<file path="src/rtl/csr_pkg.sv">
// rtl/csr_pkg.sv - shared state encoding, CSR indices and mstatus bit positions for csr_trap_ctrl
package csr_pkg;

    typedef enum logic [2:0] {
        IDLE,
        T_EPC,
        T_CAUSE,
        T_STATUS,
        T_VEC,
        M_STATUS,
        M_EPC
    } trap_state_e;

    localparam int CSR_MSTATUS = 0;
    localparam int CSR_MTVEC   = 1;
    localparam int CSR_MEPC    = 2;
    localparam int CSR_MCAUSE  = 3;

    localparam int MIE    = 3;
    localparam int MPIE   = 7;
    localparam int MPP_LO = 11;
    localparam int MPP_HI = 12;

endpackage

</file>
<file path="src/rtl/mstatus_update.sv">
// rtl/mstatus_update.sv - combinational mstatus rewrite for trap entry (is_mret=0) or mret (is_mret=1)
module mstatus_update
    import csr_pkg::*;
#(
    parameter int XLEN = 64
) (
    input  logic [XLEN-1:0] old_status,
    input  logic            is_mret,
    output logic [XLEN-1:0] new_status
);

    always_comb begin
        new_status = old_status;
        new_status[MPP_HI:MPP_LO] = 2'b11;
        if (is_mret) begin
            new_status[MIE]  = old_status[MPIE];
            new_status[MPIE] = 1'b1;
        end else begin
            new_status[MPIE] = old_status[MIE];
            new_status[MIE]  = 1'b0;
        end
    end

endmodule

</file>
<file path="src/rtl/csr_trap_ctrl.sv">
// rtl/csr_trap_ctrl.sv - trap entry / mret sequencer owning the CSR file ports
// Optional vectored trap targets are enabled by defining CSR_TRAP_VECTORED_EN.
module csr_trap_ctrl
    import csr_pkg::*;
#(
    parameter int XLEN    = 64,
    parameter int CAUSE_W = 4,
    parameter int ADDR_W  = 3
) (
    input  logic               clock,
    input  logic               reset,
    input  logic               trap_valid,
    output logic               trap_ready,
    input  logic [XLEN-1:0]    trap_epc,
    input  logic [CAUSE_W-1:0] trap_cause,
    input  logic               mret_valid,
    output logic               redirect_valid,
    output logic [XLEN-1:0]    redirect_pc,
    input  logic [ADDR_W-1:0]  pipe_raddr,
    output logic [XLEN-1:0]    pipe_rdata,
    input  logic               pipe_wen,
    input  logic [ADDR_W-1:0]  pipe_waddr,
    input  logic [XLEN-1:0]    pipe_wdata,
    output logic               pipe_stall,
    output logic [ADDR_W-1:0]  csr_raddr,
    input  logic [XLEN-1:0]    csr_rdata,
    output logic               csr_wen,
    output logic [ADDR_W-1:0]  csr_waddr,
    output logic [XLEN-1:0]    csr_wdata,
    output logic               busy
);

    trap_state_e        state, next_state;
    logic [XLEN-3:0]    epc_q;
    logic [CAUSE_W-1:0] cause_q;
    logic [XLEN-1:0]    status_new;
    logic [XLEN-1:0]    vec_base;
    logic [XLEN-1:0]    trap_target;
    logic               unused_epc_bits;

    // mepc is always word aligned, so the low epc bits are never stored
    assign unused_epc_bits = ^trap_epc[1:0];

    mstatus_update #(.XLEN(XLEN)) u_mstatus_update (
        .old_status (csr_rdata),
        .is_mret    (state == M_STATUS),
        .new_status (status_new)
    );

    assign vec_base = {csr_rdata[XLEN-1:2], 2'b00};

`ifdef CSR_TRAP_VECTORED_EN
    assign trap_target = (csr_rdata[1:0] == 2'b01)
                       ? vec_base + (XLEN'(cause_q) << 2)
                       : vec_base;
`else
    assign trap_target = vec_base;
`endif

    assign busy = (state != IDLE);

    always_comb begin
        next_state = state;
        trap_ready = 1'b0;
        pipe_stall = 1'b1;
        pipe_rdata = '0;
        csr_raddr  = ADDR_W'(CSR_MSTATUS);
        csr_wen    = 1'b0;
        csr_waddr  = ADDR_W'(CSR_MSTATUS);
        csr_wdata  = '0;
        case (state)
            IDLE: begin
                trap_ready = 1'b1;
                csr_raddr  = pipe_raddr;
                pipe_rdata = csr_rdata;
                csr_waddr  = pipe_waddr;
                csr_wdata  = pipe_wdata;
                // an accepting cycle drops the pipeline write; the pipeline retries it
                pipe_stall = trap_valid | mret_valid;
                csr_wen    = pipe_wen & ~pipe_stall;
                if (trap_valid)      next_state = T_EPC;
                else if (mret_valid) next_state = M_STATUS;
            end
            T_EPC: begin
                csr_wen    = 1'b1;
                csr_waddr  = ADDR_W'(CSR_MEPC);
                csr_wdata  = {epc_q, 2'b00};
                next_state = T_CAUSE;
            end
            T_CAUSE: begin
                csr_wen    = 1'b1;
                csr_waddr  = ADDR_W'(CSR_MCAUSE);
                csr_wdata  = XLEN'(cause_q);
                next_state = T_STATUS;
            end
            T_STATUS, M_STATUS: begin
                csr_raddr  = ADDR_W'(CSR_MSTATUS);
                csr_wen    = 1'b1;
                csr_waddr  = ADDR_W'(CSR_MSTATUS);
                csr_wdata  = status_new;
                next_state = (state == T_STATUS) ? T_VEC : M_EPC;
            end
            T_VEC: begin
                csr_raddr  = ADDR_W'(CSR_MTVEC);
                next_state = IDLE;
            end
            M_EPC: begin
                csr_raddr  = ADDR_W'(CSR_MEPC);
                next_state = IDLE;
            end
            default: next_state = IDLE;
        endcase
    end

    always_ff @(posedge clock or negedge reset) begin
        if (!reset) begin
            state          <= IDLE;
            epc_q          <= '0;
            cause_q        <= '0;
            redirect_valid <= 1'b0;
            redirect_pc    <= '0;
        end else begin
            state          <= next_state;
            redirect_valid <= 1'b0;
            if (state == IDLE && trap_valid) begin
                epc_q   <= trap_epc[XLEN-1:2];
                cause_q <= trap_cause;
            end
            if (state == T_VEC) begin
                redirect_valid <= 1'b1;
                redirect_pc    <= trap_target;
            end
            if (state == M_EPC) begin
                redirect_valid <= 1'b1;
                redirect_pc    <= csr_rdata;
            end
        end
    end

endmodule
</file>
<file path="config.mk">
export PLATFORM = sky130hd
export DESIGN_NAME = csr_trap_ctrl
export DESIGN_NICKNAME = d
export VERILOG_FILES = /design/src/rtl/csr_pkg.sv /design/src/rtl/mstatus_update.sv /design/src/rtl/csr_trap_ctrl.sv
export SDC_FILE = /design/constraint.sdc
export NUM_CORES = 1
export LEC_CHECK = 0
export CORE_UTILIZATION = 30
export DETAILED_ROUTE_END_ITERATION = 8
export GPL_TIMING_DRIVEN = 1
export PLACE_DENSITY = 0.67
export SLEW_MARGIN = 20
export SYNTH_ARGS = -nofsm -noshare
export SYNTH_HDL_FRONTEND = slang
export SYNTH_SLANG_ARGS = --single-unit
</file>
<file path="constraint.sdc">
create_clock -name clock -period 1.81 [get_ports clock]
set_clock_uncertainty 0.15 [all_clocks]
set_input_delay 0.181 -clock clock [delete_from_list [all_inputs] [get_ports clock]]
set_output_delay 0.181 -clock clock [all_outputs]
set_load 0.1 [all_outputs]
</file>
# Word level (Yosys, flattened, before mapping)
# Index checks and enable logic that the tools add are counted.
[op_classes] add_sub_neg=0 mul=0 div=0 order_cmp=0 eq_ne=7 shifts=0 n_mux=17 n_bitwise=3 reduce_logical=6
[ops] op="one-hot mux 64 bit (4 select lines)" n=1
[ops] op="two-way mux 64 bit" n=3
[ops] op="one-hot mux 3 bit (3 select lines)" n=2
[ops] op="one-hot mux 3 bit (4 select lines)" n=1
[ops] op="equality test 3 bit (second input constant)" n=3
[ops] op="equality test 3 x 2 -> 1 bit (second input constant)" n=2
[ops] op="two-way mux 1 bit" n=6
[ops] op="two-way mux 3 bit" n=2
[ops] op="OR reduction 4 bit" n=1
[ops] op="equality test 3 x 1 -> 1 bit (second input constant)" n=1
[ops] op="zero test 3 bit" n=1
[ops] op="!= test 3 bit (second input constant)" n=1
[ops] op="nonzero test 3 bit" n=1
[ops] op="two-way mux 2 bit" n=1
[ops] op="one-hot mux 1 bit (2 select lines)" n=1
[ops] op="nonzero test 2 bit" n=1
[ops] op="OR reduction 2 bit" n=1
[ops] op="AND 1 bit" n=1
[ops] op="logical AND 1 bit" n=1
[ops] op="NOT 1 bit" n=1
[ops] op="bitwise OR 1 bit" n=1
[totals] reg_bits=134 latchBits=0 mem_bits_rw=0 mem_bits_ro=0 input_bits=207 output_inout_bits=203 word_cells=38 mem_count=0

# Logic depth before layout (Yosys ltp)
# Gate-level depths: netlist of the first run.
[depth] ltp_word=4 depth_mapped=7 depth_no_buf=4

# By module
# A second synthesis of the first run with hierarchy kept.
[hier_totals] cells_unflattened=685 hier_area_um2=7771.2
[by_module_without_submodules] mod="csr_trap_ctrl" instances=1 cells_per_inst=620 area_each_um2=7288.2 seq_area_each_um2=3353.2
[by_module_without_submodules] mod="mstatus_update" instances=1 cells_per_inst=65 area_each_um2=483.0 seq_area_each_um2=0.0

# Least setup slack after synthesis of the first run
# OpenSTA, ideal clock, no wires.
[synth_timing] kind="reg2out" startpoint="reg state[1]" endpoint="out csr_wen" t_arrival_ns=3.247 t_required_ns=1.479 setup_slack_ns=-1.768 path_stages_with_launch=6 n_path_buf=3 path_cell_list="dfrtp_1 -> buf_2 -> buf_1 -> buf_1 -> a21oi_1 -> o21ai_0"
[synth_via] elab_chain_cells=3 word_cells_on_any_way=7 cone_classes="eq/ne (4); mux (1); reduce/logical (2)"
[synth_lines] element="start, declared" line="csr_trap_ctrl.sv:33" text="trap_state_e state, next_state;"
[synth_lines] element="start signal, assigned" line="csr_trap_ctrl.sv:123" text="state <= next_state;"
[synth_lines] element="equality test 3 x 2 -> 1 bit, or another cell as far along" line="csr_trap_ctrl.sv:71" text="case (state)"
[synth_lines] element="OR reduction 4 bit (no source line)"
[synth_lines] element="one-hot mux 1 bit (2 select lines) (*)" line="csr_trap_ctrl.sv:71"
[synth_lines] element="end, declared" line="csr_trap_ctrl.sv:27" text="output logic csr_wen,"
# Every way passes the cells marked *; elsewhere a longest branch is shown, timed or not.

# Final worst setup path of the first run
[layout_timing] startpoint="reg state[1]" endpoint="out csr_wdata[31]"
[layout_via] elab_chain_cells=3 word_cells_on_any_way=7 cone_classes="eq/ne (4); mux (1); reduce/logical (2)"
[layout_lines] element="equality test 3 x 2 -> 1 bit or equality test 3 bit (tied branches)" line="csr_trap_ctrl.sv:71"
[layout_lines] element="OR reduction 2 bit" line="csr_trap_ctrl.sv:71"
[layout_lines] element="one-hot mux 64 bit (4 select lines) (*)" line="csr_trap_ctrl.sv:71"
[layout_lines] element="end, declared" line="csr_trap_ctrl.sv:29" text="output logic [XLEN-1:0] csr_wdata,"
# Marks and branches as above.

==> results of run 1 <==
## metal layers
metal	GRT usage (%)	routed length, µm	part of all wire [%]
met5	0	0	0
met3	6.46	2010	5.6
met1	30.2	14400	40
met4	10.9	1210	3.4
met2	43.2	18000	51
## layout make-up
class	instances	area share, %
Sequential cell	134	19.1
Timing Repair Buffer	518	44.5
Inverter	4	0.114
Clock inverter	13	0.681
Clock buffer	19	2.51
Multi-Input combinational cell	426	30.8
Tap cell	324	2.30
## repair_timing
item,in CTS,in global routing
hold endpoints to repair,134,0
buffers inserted,15,10
gates cloned,8,22
hold buffers,1,0
setup endpoints to repair,204,266
pin swaps,11,10
gates resized for setup,65,86
## metrics by stage
step	std cells	instance area, µm²	util [%]	setup WS [ns]
3_3_place_gp	1353	15300	62.9	-0.163
2_1_floorplan	623	8520	-	-0.221
3_5_place_dp	1353	15300	62.9	-0.217
4_1_cts	1409	16600	68.1	-0.535
5_1_grt	1438	17600	72.5	-0.621
6_report	1438	17600	72.5	-0.570
## worst paths after layout
check                             start               to  slack (ns)  cells past startpoint
max reg2reg                    state[0]        epc_q[17]       -0.33                      7
min                               reset   redirect_pc[5]        0.11                      2
max                            state[1]    csr_wdata[31]       -0.57                      7
min in group clock         trap_epc[21]        epc_q[19]        0.21                      2
min reg2reg                    epc_q[4]         epc_q[4]        0.36                      1
max in group asynchronous         reset  redirect_pc[25]        0.78                      3
## placed cells by master, fill, tap and decap left out, drive strengths merged, types with 2 or more instances in the layout
master	netlist	layout
dfrtp	134	134
nand2	11	11
nand3	3	3
mux2i	57	57
clkinv	0	4
o21a	2	2
mux2	131	131
inv	4	9
and2	68	68
clkinvlp	0	3
clkbuf	30	35
nand2b	3	4
o21ai	63	63
buf	30	298
nor3b	2	2
nor2	8	8
a32oi	57	57
clkdlybuf4s50	0	203
a21oi	7	7
o22ai	3	3
nor3	3	3
## flip-flops by register name, summed over array words and instances, names as in the netlist
name / cells
redirect_pc: 64
redirect_valid: 1
cause_q: 4
state: 3
epc_q: 62
## logic make-up (layout without fill, tap and decap cells)
kind of cell | Yosys count | count (layout)
mux | 189 | 189
buf+inv | 64 | 554
compound gates | 136 | 136
simple gates | 100 | 101
flops | 134 | 134
## critical path, delay by kind of cell, from the launching register on
| kind | cells | cell delay (ns) |
|---|---|---|
| AOI/OAI and AO/OA | 2 | 0.28 |
| buffers and inverters | 4 | 0.67 |
| and+or+nand+nor | 1 | 0.18 |
| DFF | 1 | 0.50 |
==> qor_table.md, run 1 <==
| Result | Reported | Unit |
|---|---|---|
| Type of origin of the critical path | register | - |
| Clk_lat worst skew | 0.42 | ns |
| Count of different cell masters after synthesis | 33 | - |
| Critical-path cell list | buf_6 -> nor2b_4 -> buf_12 -> clkbuf_16 -> a32oi_2 -> o21ai_4 -> buf_12 | - |
| Worst slew margin relative to its limit | 67.8 | % |
| Period utilization | 131 | % |
| Multiplexer fraction of the synthesized cell area | 29.9 | % |
| Leftover overflow at the end of global routing | 0 | - |
| Synthesized-area fraction occupied by adder cells | 0 | % |
| Fraction of the mapped netlist area in compound gates | 12.3 | % |
| Worst path max stage delay | 0.50 | ns |
| Final hold violation count | 0 | - |
| Clock slew at reported path FFs | 0.07 | ns |
| Site Rows | 57 | - |
| Number of antenna violations at the first check in global routing | 0 | - |
| Fraction of final layout cells sized beyond drive strength 1 | 62.6 | % |
| HP Class | input pin to async pin | - |
| GP Congestion | 0.807 | - |
| Worst Max-Slew Pin Slew | 0.483 | ns |
| Boundary pin count | 410 | - |
| Fin Hold WS | 0.115 | ns |
| EDFF count, synth | 0 | - |
| Final number of max-transition violations | 0 | - |
| Share of synthesized area occupied by flip-flops and latches | 45.2 | % |
| Detailed Route WL | 35500 | µm |
| Via count of the first global-routing pass | 7817 | - |
| Type of the setup path with the least slack | register to primary output | - |
| Failing checks | negative setup slack | - |
| Via Count | 7472 | - |
| Post-synthesis simple-gate area fraction | 8.02 | % |
| Count of synthesis-stage warnings from yosys | 0 | - |
| Share of flip-flops with an asynchronous set or reset after synthesis | 100 | % |
| Routed WL per cell | 24.7 | µm |
| FF+latch area | 0.00336 | mm² |
| Number of antenna cells inserted | 0 | - |
| Number of buffers on the longest clock path | 2 | - |
| Result of the run | finished with violations | - |
| Maximum number of pins on one net before global-route repair | 46 | - |
| Final critical-path setup slack | -0.570 | ns |
| Crit path arrival time | 2.05 | ns |
| Cell with the most instances on the worst path | sky130_fd_sc_hd__buf_12 | - |
| Synth cell count leaders | 134 x sky130_fd_sc_hd__dfrtp_1, 91 x sky130_fd_sc_hd__mux2_2, 68 x sky130_fd_sc_hd__and2_1, 63 x sky130_fd_sc_hd__o21ai_0 | - |
| Cell type contributing the most total cell area after synthesis | sky130_fd_sc_hd__dfrtp_1 | - |
| Area occupied by multi-input gates | 0.00543 | mm² |
| Clk sinks | 134 | - |
| Placeable core area | 0.0243 | mm² |
| Most frequent cell after synthesis | sky130_fd_sc_hd__dfrtp_1 | - |
| Via/cell ratio | 5.20 | - |
| Critical Path Fanout Max | 6 | - |
| Maximum achievable frequency | 420 | MHz |
| Root Buffer | sky130_fd_sc_hd__clkbuf_16 | - |
| Cell count after synthesis | 623 | - |
| CTS H-tree lvls | 4 | - |
| Final number of setup-violating endpoints | 205 | - |
| Port bufs | 407 | - |
| Crit path max-delay cell type | sky130_fd_sc_hd__dfrtp_4 | - |
| Top flip-flop cell by instance count after synthesis | sky130_fd_sc_hd__dfrtp_1 | - |
| Post-synth top area share | 45.2 | % |
| Count of nets after finishing | 1308 | - |
| 1st-iter DRT viols | 297 | - |
| Global-route wire length before repair | 48800 | µm |
| Number of buffers created by CTS | 17 | - |
| # fillers | 1520 | - |
| Data required time at the worst endpoint | 1.48 | ns |
| Final critical delay including setup and external delays | 2.38 | ns |
| MaxCap Viol Count | 0 | - |
| Effective utilization at floorplan | 30.5 | % |
| Main combinational cell family by area after synthesis | multiplexers | - |
| Post-synthesis area per instance | 11.9 | µm² |
| RSZ-0062 raised after global routing | yes | - |
| Die area | 0.0254 | mm² |
| Synthesis-stage register bit count | 134 | - |
| CP endpoint kind | primary output | - |
| Dpl hpwl | 22700 | µm |
| Synthesized netlist net count | 830 | - |
| Drt drc | 0 | - |
| Post-detailed-route count of antenna-violating nets | 0 | - |
| Area added between synthesis and finish | 138 | % |
| Total global routing track utilization | 25.3 | % |
| Leading post-synthesis cells by cell area | sky130_fd_sc_hd__dfrtp_1 45%, sky130_fd_sc_hd__mux2_2 14%, sky130_fd_sc_hd__mux2_4 8.1% | - |
| TNS Setup | -85.44 | ns |
| Overall die width | 159 | µm |
| Synthesized-area fraction occupied by xor and xnor cells | 0 | % |
| First-pass detailed-route iteration total | 6 | - |
| Chip height | 159 | µm |
| Netlist area before placement | 0.00742 | mm² |
| Clock tree from TritonCTS | done | - |
Power of run 1 is not shown: default switching activity piles up to over one toggle a cycle in this logic, so the estimate is an artifact.
==> run 2: changes to the inputs <==
PLACE_DENSITY = 0.62   (was 0.67)
clock period = 2.6 ns   (was 1.81 ns; I/O delays follow)
==> qor_table.md, run 2 (synthesized netlist as in run 1, its figures left out) <==
| Result | Reported | Unit | Change |
|---|---|---|---|
| Result of the run | completed | - | was finished with violations |
| Crit Reg-Reg Startpoint | state[0] | - | unchanged |
| CP endpoint kind | primary output | - | unchanged |
| Detailed-routed wire length on met3 | 1910 | µm | was 2010 µm |
| Boundary pin count | 410 | - | unchanged |
| Final critical delay including setup and external delays | 2.49 | ns |  |
| Crit path max-delay cell type | sky130_fd_sc_hd__buf_4 | - | was sky130_fd_sc_hd__dfrtp_4 |
| GP Congestion | 0.834 | - | was 0.807 |
| Number of flip-flops under the largest register name | 64 | - | unchanged |
| Drt drc | 0 | - | unchanged |
| Clock tree from TritonCTS | done | - | unchanged |
| Number of antenna cells inserted | 0 | - | unchanged |
| Setup WS pre-CTS | 0.442 | ns | was -0.217 ns |
| RSZ-0062 raised after global routing | no | - | was yes |
| Root Buffer | sky130_fd_sc_hd__clkbuf_16 | - | unchanged |
| Top flop regs | redirect_pc x64, epc_q x62, cause_q x4 | - | unchanged |
| Post-Route M1 WL | 11500 | µm | was 14400 µm |
| Post-detailed-route count of antenna-violating nets | 0 | - | unchanged |
| Commonest cells after routing, fill and taps aside | 203 x sky130_fd_sc_hd__clkdlybuf4s50_1, 150 x sky130_fd_sc_hd__buf_12, 132 x sky130_fd_sc_hd__dfrtp_1, 91 x sky130_fd_sc_hd__mux2_2, 81 x sky130_fd_sc_hd__buf_4 | - | was 231 x sky130_fd_sc_hd__buf_12, 203 x sky130_fd_sc_hd__clkdlybuf4s50_1, 131 x sky130_fd_sc_hd__dfrtp_1, 88 x sky130_fd_sc_hd__mux2_2, 68 x sky130_fd_sc_hd__and2_4 |
| Placeable core area | 0.0243 | mm² | unchanged |
| Period utilization | 95.9 | % |  |
| Logic depth of the worst register-to-register path | 6 | - | was 7 |
| Final number of max-transition violations | 0 | - | unchanged |
| Register-to-register setup slack | 0.55 | ns | was -0.33 ns |
| Clk sinks | 134 | - | unchanged |
| CTS H-tree lvls | 4 | - | unchanged |
| Via Count | 6837 | - | was 7472 |
| Number of buffers created by CTS | 17 | - | unchanged |
| Worst Max-Slew Pin Slew | 0.572 | ns | was 0.483 ns |
| MaxCap Viol Count | 0 | - | unchanged |
| Worst reg2reg endpoint | epc_q[17] | - | unchanged |
| TNS Setup | 0 | ns | was -85.44 ns |
| Detailed Route WL | 28800 | µm | was 35500 µm |
| Number of antenna violations at the first check in global routing | 1 | - | was 0 |
| Count of nets after finishing | 1226 | - | was 1308 |
| Register name with the most flops | redirect_pc | - | unchanged |
| Total global routing track utilization | 22.9 | % | was 25.3% |
| Type of the setup path with the least slack | register to primary output | - | unchanged |
| Fin Hold WS | 0.248 | ns | was 0.115 ns |
| Via count of the first global-routing pass | 7217 | - | was 7817 |
| Leftover overflow at the end of global routing | 0 | - | unchanged |
| Effective utilization at floorplan | 30.5 | % | unchanged |
| Via/cell ratio | 5.04 | - | was 5.20 |
| Clk_lat worst skew | 0.41 | ns | was 0.42 ns |
| Chip height | 159 | µm | unchanged |
| Routed WL per cell | 21.3 | µm | was 24.7 µm |
| Site Rows | 57 | - | unchanged |
| Area added between synthesis and finish | 88.9 | % | was 138% |
| Final critical-path setup slack | 0.107 | ns | was -0.570 ns |
| Final hold violation count | 0 | - | unchanged |
| Overall die width | 159 | µm | unchanged |
| Port bufs | 407 | - | unchanged |
| Type of origin of the critical path | register | - | unchanged |
| Worst path max stage delay | 0.48 | ns | was 0.50 ns |
| Worst slew margin relative to its limit | 61.8 | % | was 67.8% |
| Global-route wire length before repair | 44400 | µm | was 48800 µm |
| Commonest non-fill, non-tap cell in the layout | sky130_fd_sc_hd__clkdlybuf4s50_1 | - | was sky130_fd_sc_hd__buf_12 |
| 1st-iter DRT viols | 290 | - | was 297 |
| Clock slew at reported path FFs | 0.07 | ns | about the same |
| Critical Path Fanout Max | 27 | - | was 6 |
| Routed length on met2 | 15000 | µm | was 18000 µm |
| First-pass detailed-route iteration total | 6 | - | unchanged |
| Final number of setup-violating endpoints | 0 | - | was 205 |
| HP Class | input pin to async pin | - | unchanged |
| Dpl hpwl | 20200 | µm | was 22700 µm |
| Number of buffers on the longest clock path | 2 | - | unchanged |
| Crit path arrival time | 2.08 | ns | was 2.05 ns |
| Highest Signal Layer | met4 | - | unchanged |
| Fraction of final layout cells sized beyond drive strength 1 | 45.4 | % | was 62.6% |
| Maximum achievable frequency | 401 | MHz |  |
| Critical-path cell list | buf_4 -> mux2i_1 -> o21ai_2 -> buf_12 | - | was buf_6 -> nor2b_4 -> buf_12 -> clkbuf_16 -> a32oi_2 -> o21ai_4 -> buf_12 |
| Die area | 0.0254 | mm² | unchanged |
| Maximum number of pins on one net before global-route repair | 57 | - | was 46 |
| Data required time at the worst endpoint | 2.19 | ns | was 1.48 ns |
run 2: cell types whose count changed in the layout (fill, tap and decap cells not counted), moves of 16 or more:
cell,before,now
sky130_fd_sc_hd__o21ai_2,0,53
sky130_fd_sc_hd__and2_1,0,60
sky130_fd_sc_hd__clkbuf_16,33,17
sky130_fd_sc_hd__a32oi_1,12,57
sky130_fd_sc_hd__o21ai_4,61,0
sky130_fd_sc_hd__buf_4,33,81
sky130_fd_sc_hd__and2_4,68,0
sky130_fd_sc_hd__a32oi_2,30,0
sky130_fd_sc_hd__buf_12,231,150
sky130_fd_sc_hd__buf_6,19,1
run 2: critical path: cells and delay by family, from the launching register on:
kind,cells,cell delay (ns)
buffers and inverters,2,0.66
multiplexers,1,0.40
flip-flops,1,0.46
AO/OA/AOI/OAI,1,0.11
run 2: layer usage:
layer / vias to the layer above / global-route usage, %
met5: - / 0
met4: 0 / 5.81
met3: 29 / 6.25
met2: 275 / 41.4
li1: 3123 / -
met1: 3410 / 26.6
run 2: stage by stage:
step	instances	area [µm²]	util, %
after global placement	1315	13400	54.9
final	1356	14000	57.6
after CTS	1354	14000	57.6
after global routing	1356	14000	57.6
after detailed placement	1315	13400	54.9
after floorplan	623	7650	-
run 2: what timing repair did:
action / 4_1_cts / 5_1_grt
endpoints found under the hold margin: 51 / 0
cloned: 1 / 0
endpoints found under the setup margin: 4 / 4
buffers inserted: 5 / 2
hold buffers: 1 / 0
gates resized for setup: 0 / 1
pin swaps: 1 / 0
run 2: worst max-delay path by stage:
stage	end	startpoint	slack, ns	cells past startpoint
2_1_floorplan	csr_wdata[11]	state[2]	-0.55	5
3_3_place_gp	csr_wdata[57]	state[0]	0.43	5
3_5_place_dp	csr_wdata[57]	state[0]	0.44	5
4_1_cts	csr_wdata[12]	state[2]	0.03	5
5_1_grt	csr_wdata[36]	state[1]	0.03	4
6_report	csr_wdata[36]	state[1]	0.11	4
run 2: layout make-up:
cell class              instances  area, µm²
inverters                       4       15.0
clock buffers                  19        443
well taps                     324        405
multi-input cells             425       3980
flip-flops and latches        134       3360
fillers                      2036      10300
clock inverters                13        121
repair buffers                437       5700
Power of run 2 is left out for the same reason.
